**src/rtl/parser_pkg.sv**
```systemverilog
// Shared parser definitions: parse-action field layout, action type codes and the
// sub-parser FSM state encoding.
package parser_pkg;

    localparam int unsigned ACT_LEN       = 16;
    localparam int unsigned ACT_VALID_BIT = 15;
    localparam int unsigned ACT_OFF_HI    = 12;
    localparam int unsigned ACT_OFF_LO    = 6;
    localparam int unsigned ACT_ODD_BIT   = 5;
    localparam int unsigned ACT_IDX_HI    = 4;
    localparam int unsigned ACT_IDX_LO    = 2;
    localparam int unsigned ACT_TYPE_HI   = 1;
    localparam int unsigned ACT_TYPE_LO   = 0;

    localparam int unsigned OFF_W       = ACT_OFF_HI - ACT_OFF_LO + 1;
    localparam int unsigned IDX_W       = ACT_IDX_HI - ACT_IDX_LO + 1;
    localparam int unsigned ADDR_W      = 8;
    localparam int unsigned BYTE_W      = 8;
    localparam int unsigned CONT_W      = 16;
    localparam int unsigned NUM_CONT_2B = 8;
    localparam int unsigned SEG_2B_W    = CONT_W * NUM_CONT_2B;

    localparam logic [1:0] TYPE_2B = 2'd1;
    localparam logic [1:0] TYPE_4B = 2'd2;
    localparam logic [1:0] TYPE_8B = 2'd3;

    typedef enum logic [1:0] {
        ST_IDLE  = 2'd0,
        ST_ISSUE = 2'd1,
        ST_DRAIN = 2'd2,
        ST_DONE  = 2'd3
    } parse_state_e;

endpackage

```
**src/rtl/sub_parser_act_decode.sv**
```systemverilog
// Combinational decode of one parse action into bank read addresses and target
// container; TYPE_CODE selects which action type this sub-parser services.
module sub_parser_act_decode
    import parser_pkg::*;
#(
    parameter logic [1:0] TYPE_CODE = TYPE_2B
) (
    input  logic [ACT_LEN-1:0] act,
    output logic               serviced_c,
    output logic [OFF_W-1:0]   off_c,
    output logic [ADDR_W-1:0]  addr_even_c,
    output logic [ADDR_W-1:0]  addr_odd_c,
    output logic               odd_c,
    output logic [IDX_W-1:0]   k_c
);

    // Bits between valid and offset are reserved and carry no meaning here.
    logic unused_rsvd;
    assign unused_rsvd = ^act[ACT_VALID_BIT-1:ACT_OFF_HI+1];

    // Odd start fetches the low byte from the odd bank, so the even bank moves one word up.
    always_comb begin
        serviced_c  = act[ACT_VALID_BIT] && (act[ACT_TYPE_HI:ACT_TYPE_LO] == TYPE_CODE);
        off_c       = act[ACT_OFF_HI:ACT_OFF_LO];
        odd_c       = act[ACT_ODD_BIT];
        k_c         = act[ACT_IDX_HI:ACT_IDX_LO];
        addr_odd_c  = ADDR_W'(off_c);
        addr_even_c = ADDR_W'(off_c) + ADDR_W'(odd_c);
    end

endmodule

```
**src/rtl/sub_parser_2b_extract.sv**
```systemverilog
// Walks the parse-action list, reads the even/odd header banks and assembles the
// eight 16-bit PHV 2B containers. Optional duplicate-index check: SUB_PARSER_2B_DUP_CHK_EN.
module sub_parser_2b_extract
    import parser_pkg::*;
#(
    parameter int unsigned C_PARSE_ACT_LEN = 16,
    parameter int unsigned C_NUM_ACTS      = 10
) (
    input  logic                                  clk,
    input  logic                                  aresetn,
    input  logic                                  parse_act_srt,
    input  logic [C_NUM_ACTS*C_PARSE_ACT_LEN-1:0] parse_acts,
    output logic                                  o_ready,
    output logic                                  ram_rd_en,
    output logic [7:0]                            ram_rd_addr_even,
    output logic [7:0]                            ram_rd_addr_odd,
    input  logic [7:0]                            ram_rd_data_even,
    input  logic [7:0]                            ram_rd_data_odd,
    output logic [127:0]                          o_2B_val,
    output logic                                  o_val_valid,
    output logic                                  o_dup_err
);

    localparam int unsigned ACTS_W   = C_NUM_ACTS * C_PARSE_ACT_LEN;
    localparam int unsigned CNT_W    = (C_NUM_ACTS > 1) ? $clog2(C_NUM_ACTS) : 1;
    localparam logic [CNT_W-1:0] LAST_IDX = CNT_W'(C_NUM_ACTS - 1);

    parse_state_e         state_q, state_d;
    logic [CNT_W-1:0]     idx_q, idx_d;
    logic [ACTS_W-1:0]    acts_q, acts_d;
    logic                 rd_en_q, rd_en_d;
    logic [ADDR_W-1:0]    addr_even_q, addr_even_d;
    logic [ADDR_W-1:0]    addr_odd_q, addr_odd_d;
    logic [IDX_W-1:0]     iss_k_q, iss_k_d;
    logic                 iss_odd_q, iss_odd_d;
    logic                 cap_vld_q, cap_vld_d;
    logic [IDX_W-1:0]     cap_k_q, cap_k_d;
    logic                 cap_odd_q, cap_odd_d;
    logic [SEG_2B_W-1:0]  val_q, val_d;
    logic                 val_valid_q, val_valid_d;
    logic                 ready_q, ready_d;

    logic [C_PARSE_ACT_LEN-1:0] act_sel;
    logic                       dec_svc;
    logic [OFF_W-1:0]           dec_off_unused;
    logic [ADDR_W-1:0]          dec_addr_even;
    logic [ADDR_W-1:0]          dec_addr_odd;
    logic                       dec_odd;
    logic [IDX_W-1:0]           dec_k;

`ifdef SUB_PARSER_2B_DUP_CHK_EN
    logic [NUM_CONT_2B-1:0] mask_q, mask_d;
    logic                   dup_seen_q, dup_seen_d;
    logic                   dup_err_q, dup_err_d;
`endif

    // Outputs are registered, so the action decoded now is the one issued next cycle:
    // action 0 straight from the input at start, then slot 1 of the shifting copy.
    assign act_sel = (state_q == ST_IDLE) ? parse_acts[C_PARSE_ACT_LEN-1:0]
                                          : acts_q[2*C_PARSE_ACT_LEN-1 -: C_PARSE_ACT_LEN];

    sub_parser_act_decode #(
        .TYPE_CODE (TYPE_2B)
    ) u_act_decode (
        .act         (act_sel),
        .serviced_c  (dec_svc),
        .off_c       (dec_off_unused),
        .addr_even_c (dec_addr_even),
        .addr_odd_c  (dec_addr_odd),
        .odd_c       (dec_odd),
        .k_c         (dec_k)
    );

    always_comb begin
        state_d     = state_q;
        idx_d       = idx_q;
        acts_d      = acts_q;
        rd_en_d     = 1'b0;
        addr_even_d = addr_even_q;
        addr_odd_d  = addr_odd_q;
        iss_k_d     = iss_k_q;
        iss_odd_d   = iss_odd_q;
        cap_vld_d   = rd_en_q;
        cap_k_d     = iss_k_q;
        cap_odd_d   = iss_odd_q;
        val_d       = val_q;
        val_valid_d = 1'b0;
`ifdef SUB_PARSER_2B_DUP_CHK_EN
        mask_d      = mask_q;
        dup_seen_d  = dup_seen_q;
        dup_err_d   = dup_err_q;
`endif

        // Capture the bank data returned for the action issued last cycle.
        if (cap_vld_q) begin
            if (cap_odd_q) begin
                val_d[{cap_k_q, 4'd0} +: BYTE_W] = ram_rd_data_odd;
                val_d[{cap_k_q, 4'd8} +: BYTE_W] = ram_rd_data_even;
            end else begin
                val_d[{cap_k_q, 4'd0} +: BYTE_W] = ram_rd_data_even;
                val_d[{cap_k_q, 4'd8} +: BYTE_W] = ram_rd_data_odd;
            end
`ifdef SUB_PARSER_2B_DUP_CHK_EN
            if (mask_q[cap_k_q]) begin
                dup_seen_d = 1'b1;
            end
            mask_d[cap_k_q] = 1'b1;
`endif
        end

        case (state_q)
            ST_IDLE: begin
                if (parse_act_srt) begin
                    state_d = ST_ISSUE;
                    idx_d   = '0;
                    acts_d  = parse_acts;
                    val_d   = '0;
                    rd_en_d = dec_svc;
`ifdef SUB_PARSER_2B_DUP_CHK_EN
                    mask_d     = '0;
                    dup_seen_d = 1'b0;
                    dup_err_d  = 1'b0;
`endif
                end
            end
            ST_ISSUE: begin
                acts_d = acts_q >> C_PARSE_ACT_LEN;
                if (idx_q == LAST_IDX) begin
                    state_d = ST_DRAIN;
                end else begin
                    idx_d   = idx_q + CNT_W'(1);
                    rd_en_d = dec_svc;
                end
            end
            ST_DRAIN: begin
                state_d     = ST_DONE;
                val_valid_d = 1'b1;
`ifdef SUB_PARSER_2B_DUP_CHK_EN
                dup_err_d   = dup_seen_d;
`endif
            end
            ST_DONE: begin
                state_d = ST_IDLE;
            end
            default: begin
                state_d = ST_IDLE;
            end
        endcase

        // Skipped slots leave the address lines and pipeline tags untouched.
        if (rd_en_d) begin
            addr_even_d = dec_addr_even;
            addr_odd_d  = dec_addr_odd;
            iss_k_d     = dec_k;
            iss_odd_d   = dec_odd;
        end

        ready_d = (state_d == ST_IDLE);
    end

    always_ff @(posedge clk) begin
        if (!aresetn) begin
            state_q     <= ST_IDLE;
            idx_q       <= '0;
            acts_q      <= '0;
            rd_en_q     <= 1'b0;
            addr_even_q <= '0;
            addr_odd_q  <= '0;
            iss_k_q     <= '0;
            iss_odd_q   <= 1'b0;
            cap_vld_q   <= 1'b0;
            cap_k_q     <= '0;
            cap_odd_q   <= 1'b0;
            val_q       <= '0;
            val_valid_q <= 1'b0;
            ready_q     <= 1'b1;
`ifdef SUB_PARSER_2B_DUP_CHK_EN
            mask_q      <= '0;
            dup_seen_q  <= 1'b0;
            dup_err_q   <= 1'b0;
`endif
        end else begin
            state_q     <= state_d;
            idx_q       <= idx_d;
            acts_q      <= acts_d;
            rd_en_q     <= rd_en_d;
            addr_even_q <= addr_even_d;
            addr_odd_q  <= addr_odd_d;
            iss_k_q     <= iss_k_d;
            iss_odd_q   <= iss_odd_d;
            cap_vld_q   <= cap_vld_d;
            cap_k_q     <= cap_k_d;
            cap_odd_q   <= cap_odd_d;
            val_q       <= val_d;
            val_valid_q <= val_valid_d;
            ready_q     <= ready_d;
`ifdef SUB_PARSER_2B_DUP_CHK_EN
            mask_q      <= mask_d;
            dup_seen_q  <= dup_seen_d;
            dup_err_q   <= dup_err_d;
`endif
        end
    end

    assign o_ready          = ready_q;
    assign ram_rd_en        = rd_en_q;
    assign ram_rd_addr_even = addr_even_q;
    assign ram_rd_addr_odd  = addr_odd_q;
    assign o_2B_val         = val_q;
    assign o_val_valid      = val_valid_q;
`ifdef SUB_PARSER_2B_DUP_CHK_EN
    assign o_dup_err        = dup_err_q;
`else
    assign o_dup_err        = 1'b0;
`endif

endmodule

```
**config.mk**
```make
export PLATFORM = sky130hd
export DESIGN_NAME = sub_parser_2b_extract
export DESIGN_NICKNAME = d
export VERILOG_FILES = /design/src/rtl/parser_pkg.sv /design/src/rtl/sub_parser_act_decode.sv /design/src/rtl/sub_parser_2b_extract.sv
export SDC_FILE = /design/constraint.sdc
export NUM_CORES = 1
export LEC_CHECK = 0
export ABC_AREA = 1
export CORE_AREA = 2 2 168 170
export DETAILED_ROUTE_END_ITERATION = 10
export DIE_AREA = 0 0 170 172
export GPL_ROUTABILITY_DRIVEN = 0
export HOLD_SLACK_MARGIN = 0.05
export PLACE_DENSITY = 0.73
export SLEW_MARGIN = 20
export SYNTH_ARGS = -nofsm -noshare
export SYNTH_HDL_FRONTEND = slang
export SYNTH_SLANG_ARGS = --single-unit
```
**constraint.sdc**
```tcl
create_clock -name clk -period 2 [get_ports clk]
set_input_delay 0.6 -clock clk [delete_from_list [all_inputs] [get_ports clk]]
set_output_delay 0.6 -clock clk [all_outputs]
set_load 0.01 [all_outputs]
```
==> run_results.csv <==
group,metric,value,unit
layout,fin_cells,2263,
drt,ant_nets,0,
place,place_inst,2208,
logic_synthesis,ys_top_cells_by_area,"dfxtp_1, nand2_1, o21ai_0",
floorplan,start_util,43.4,%
sta,slew_violations,0,
drt,vias,12000,
logic_synthesis,yosysTopAreaCell,"dfxtp_1",
sta,fin_crit,1.91,ns
logic_synthesis,synth_edf_count,0,
setup_path,critPathMaxFanout,9,
clock_network,clock_sink_count,287,
place,dp_hpwl,26.6,mm
layout,final_net_count,2084,
floorplan,die-area,29200,µm²
clock_network,root_buffer,"clkbuf_16",
setup_path,cp-end-kind,"register",
floorplan,io_pins,327,
pwr,leakagePower,0.00714,µW
setup_path,r2r_start,"cap_k_q[1]",
layout,drive_gt1_share,7.62,%
clock_network,clk_latency,0.56,ns
clock_network,tritoncts,"done",
clock_network,clk_pin_slew_worst_paths,0.06,ns
drt,drt_iter0_markers,1115,
sta,worst_slew_pin_slew,0.607,ns
logic_synthesis,yosysSeqAreaShare,48.2,%
clock_network,post-cts-setup-buffer-count,0,
global_routing,antenna_found_initial,3,
drt,first_pass_iters,5,
setup_path,cp.required,2.49,ns
setup_path,cp.arrival,2.41,ns
sta,fin_crit_sh,95.7,%
flow_run,maxCapViolCount,0,
clock_network,cts_max_path_buffers,3,
layout,areaGrowthSynthToFinish,37.7,%
floorplan,die_y,172,µm
global_routing,grt_overflow,0,
sta,fin_skew,0.00936,ns
logic_synthesis,synth_cells,1603,
logic_synthesis,synthArstFlopShare,0,%
logic_synthesis,synth.cell_area,11900,µm²
logic_synthesis,netlist_top_cells_count,"nand2_1, dfxtp_1, o21ai_0, nor2_1, a31oi_1",
pwr,peakVddDrop,0.000519,V
run_status,status,"finished clean",
sta,slew_headroom,59.4,%
global_routing,grt_pass1_wl,56.8,mm
setup_path,critical_path_class,"reg2reg",
floorplan,die_w,170,µm
floorplan,core,27500,µm²
drt,wirelength,37.1,mm
sta,hold_violations,0,
pwr,power_density,863,nW/µm²
sta,finalSetupTns,0,ns
global_routing,grt_pass1_vias,10800,
global_routing,grt_usage,24.3,%
min_path,hold_start,"aresetn",
clock_network,numCtsBuffers,30,
logic_synthesis,synth_top_area_share,48.2,%
setup_path,cp-start-kind,"register",
drt,detail_route.wl_per_cell,16.4,µm
logic_synthesis,yosysMostFrequentCell,"nand2_1",
logic_synthesis,synth_ff_type,"dfxtp_1",
logic_synthesis,ys.warnings.count,0,
place,portBuffers,304,
clock_network,htreeDepth,1,
logic_synthesis,synth_area_per_cell,7.44,µm²
logic_synthesis,ys_ff_latch,287,
sta,setup_viol,0,
floorplan,rows,61,
sta,rsz0062_at_grt,"true",
drt,viasPerCell,5.29,
setup_path,critPathLaunch,"cap_k_q[1]",
sta,fmax,0.523,GHz
min_path,hold_path_class,"in2reg",
logic_synthesis,synth_cell_type_count,36,
global_routing,grt_max_degree,116,
drt,drcViolationCount,0,
==> area by class of cell <==
cell class / count / area, µm²
fill: 2543 / 11000
sequential: 287 / 5750
multi-input combinational: 1100 / 5330
timing repair buffer: 362 / 3420
clock buffer: 43 / 881
tap: 346 / 433
inverter: 113 / 428
clock inverter: 11 / 190
antenna: 1 / 2.50
==> registers in the layout, indices dropped and copies added, names as in the netlist, 2 cells and up <==
| name | cells |
|---|---|
| cap_k_d | 3 |
| ram_rd_addr_even | 8 |
| state_q | 2 |
| acts_q | 126 |
| idx_q | 4 |
| o_2B_val | 128 |
| cap_k_q | 3 |
| ram_rd_addr_odd | 7 |
==> report_power, final <==
part	switching (µW)	internal, µW	leakage [µW]
logic	1120	821	0.00427
clock network	2320	3690	0.000523
registers	177	6060	0.00235
==> critical path, cell delays in order (launching register included) <==
cell and delay (ns):
dfxtp_1 0.33, inv_1 0.09, ha_2 0.21, ha_1 0.21, inv_1 0.07, nand2_1 0.10
nor2_1 0.22, nand3_2 0.22, inv_2 0.20, o21ai_0 0.10, nor2_1 0.10
==> final timing paths <==
check,endpoint,slack [ns],depth (start not counted)
max,o_2B_val[38],0.09,10
min,ram_rd_addr_odd[6],0.41,3
min reg2reg,cap_vld_q,0.44,2
max reg2reg,o_2B_val[38],0.09,10
==> stage by stage <==
stage | instance area, µm² | worst slack, ns | hold slack, ns | total power, µW | util [%]
after floorplan | 12000 | -0.0210 | 0.400 | 7420 | -
after global placement | 15500 | -0.125 | 0.414 | 8270 | 56.5
after detailed placement | 15500 | -0.156 | 0.432 | 8300 | 56.5
after CTS | 16400 | 0.0409 | 0.389 | 14300 | 59.7
after global routing | 16400 | -0.0506 | 0.404 | 14800 | 59.8
final | 16400 | 0.0862 | 0.408 | 14200 | 59.8
==> placed cells by master (no fill, tap or decap), types with 17 or more instances in the layout <==
cell type          n
buf_4             49
clkbuf_16         31
o21ai_0          200
inv_1            101
clkdlybuf4s50_1  157
dlygate4sd2_1    146
o22ai_1           17
a31oi_1          129
dfxtp_1          283
nor2_1           178
nand3_1           33
a21oi_1           53
nand2_1          386
==> logic make-up after synthesis <==
kind of cell / share of synthesized area (%)
AND/OR/NAND/NOR: 20.8
AO/OA/AOI/OAI: 22.1
flip-flops: 48.2
buffers and inverters: 7.63
adder cells (fa/ha/maj): 1.15
XOR/XNOR: 0.0735
other: 0.0314
==> repair_timing <==
action | 4_1_cts | 5_1_grt
pin swaps | 0 | 0
gates resized for setup | 150 | 7
hold buffers | 0 | 0
endpoints found under the setup margin | 153 | 28
==> per-layer routing <==
metal | up-vias | part of all wire (%) | GRT usage, %
li1 | 5958 | - | -
met1 | 5474 | 40 | 29.5
met2 | 466 | 49 | 43.6
met3 | 65 | 8.1 | 5.08
met4 | 2 | 2.4 | 7.02
met5 | - | 0.035 | 0
(Power assumes the default switching activity.)
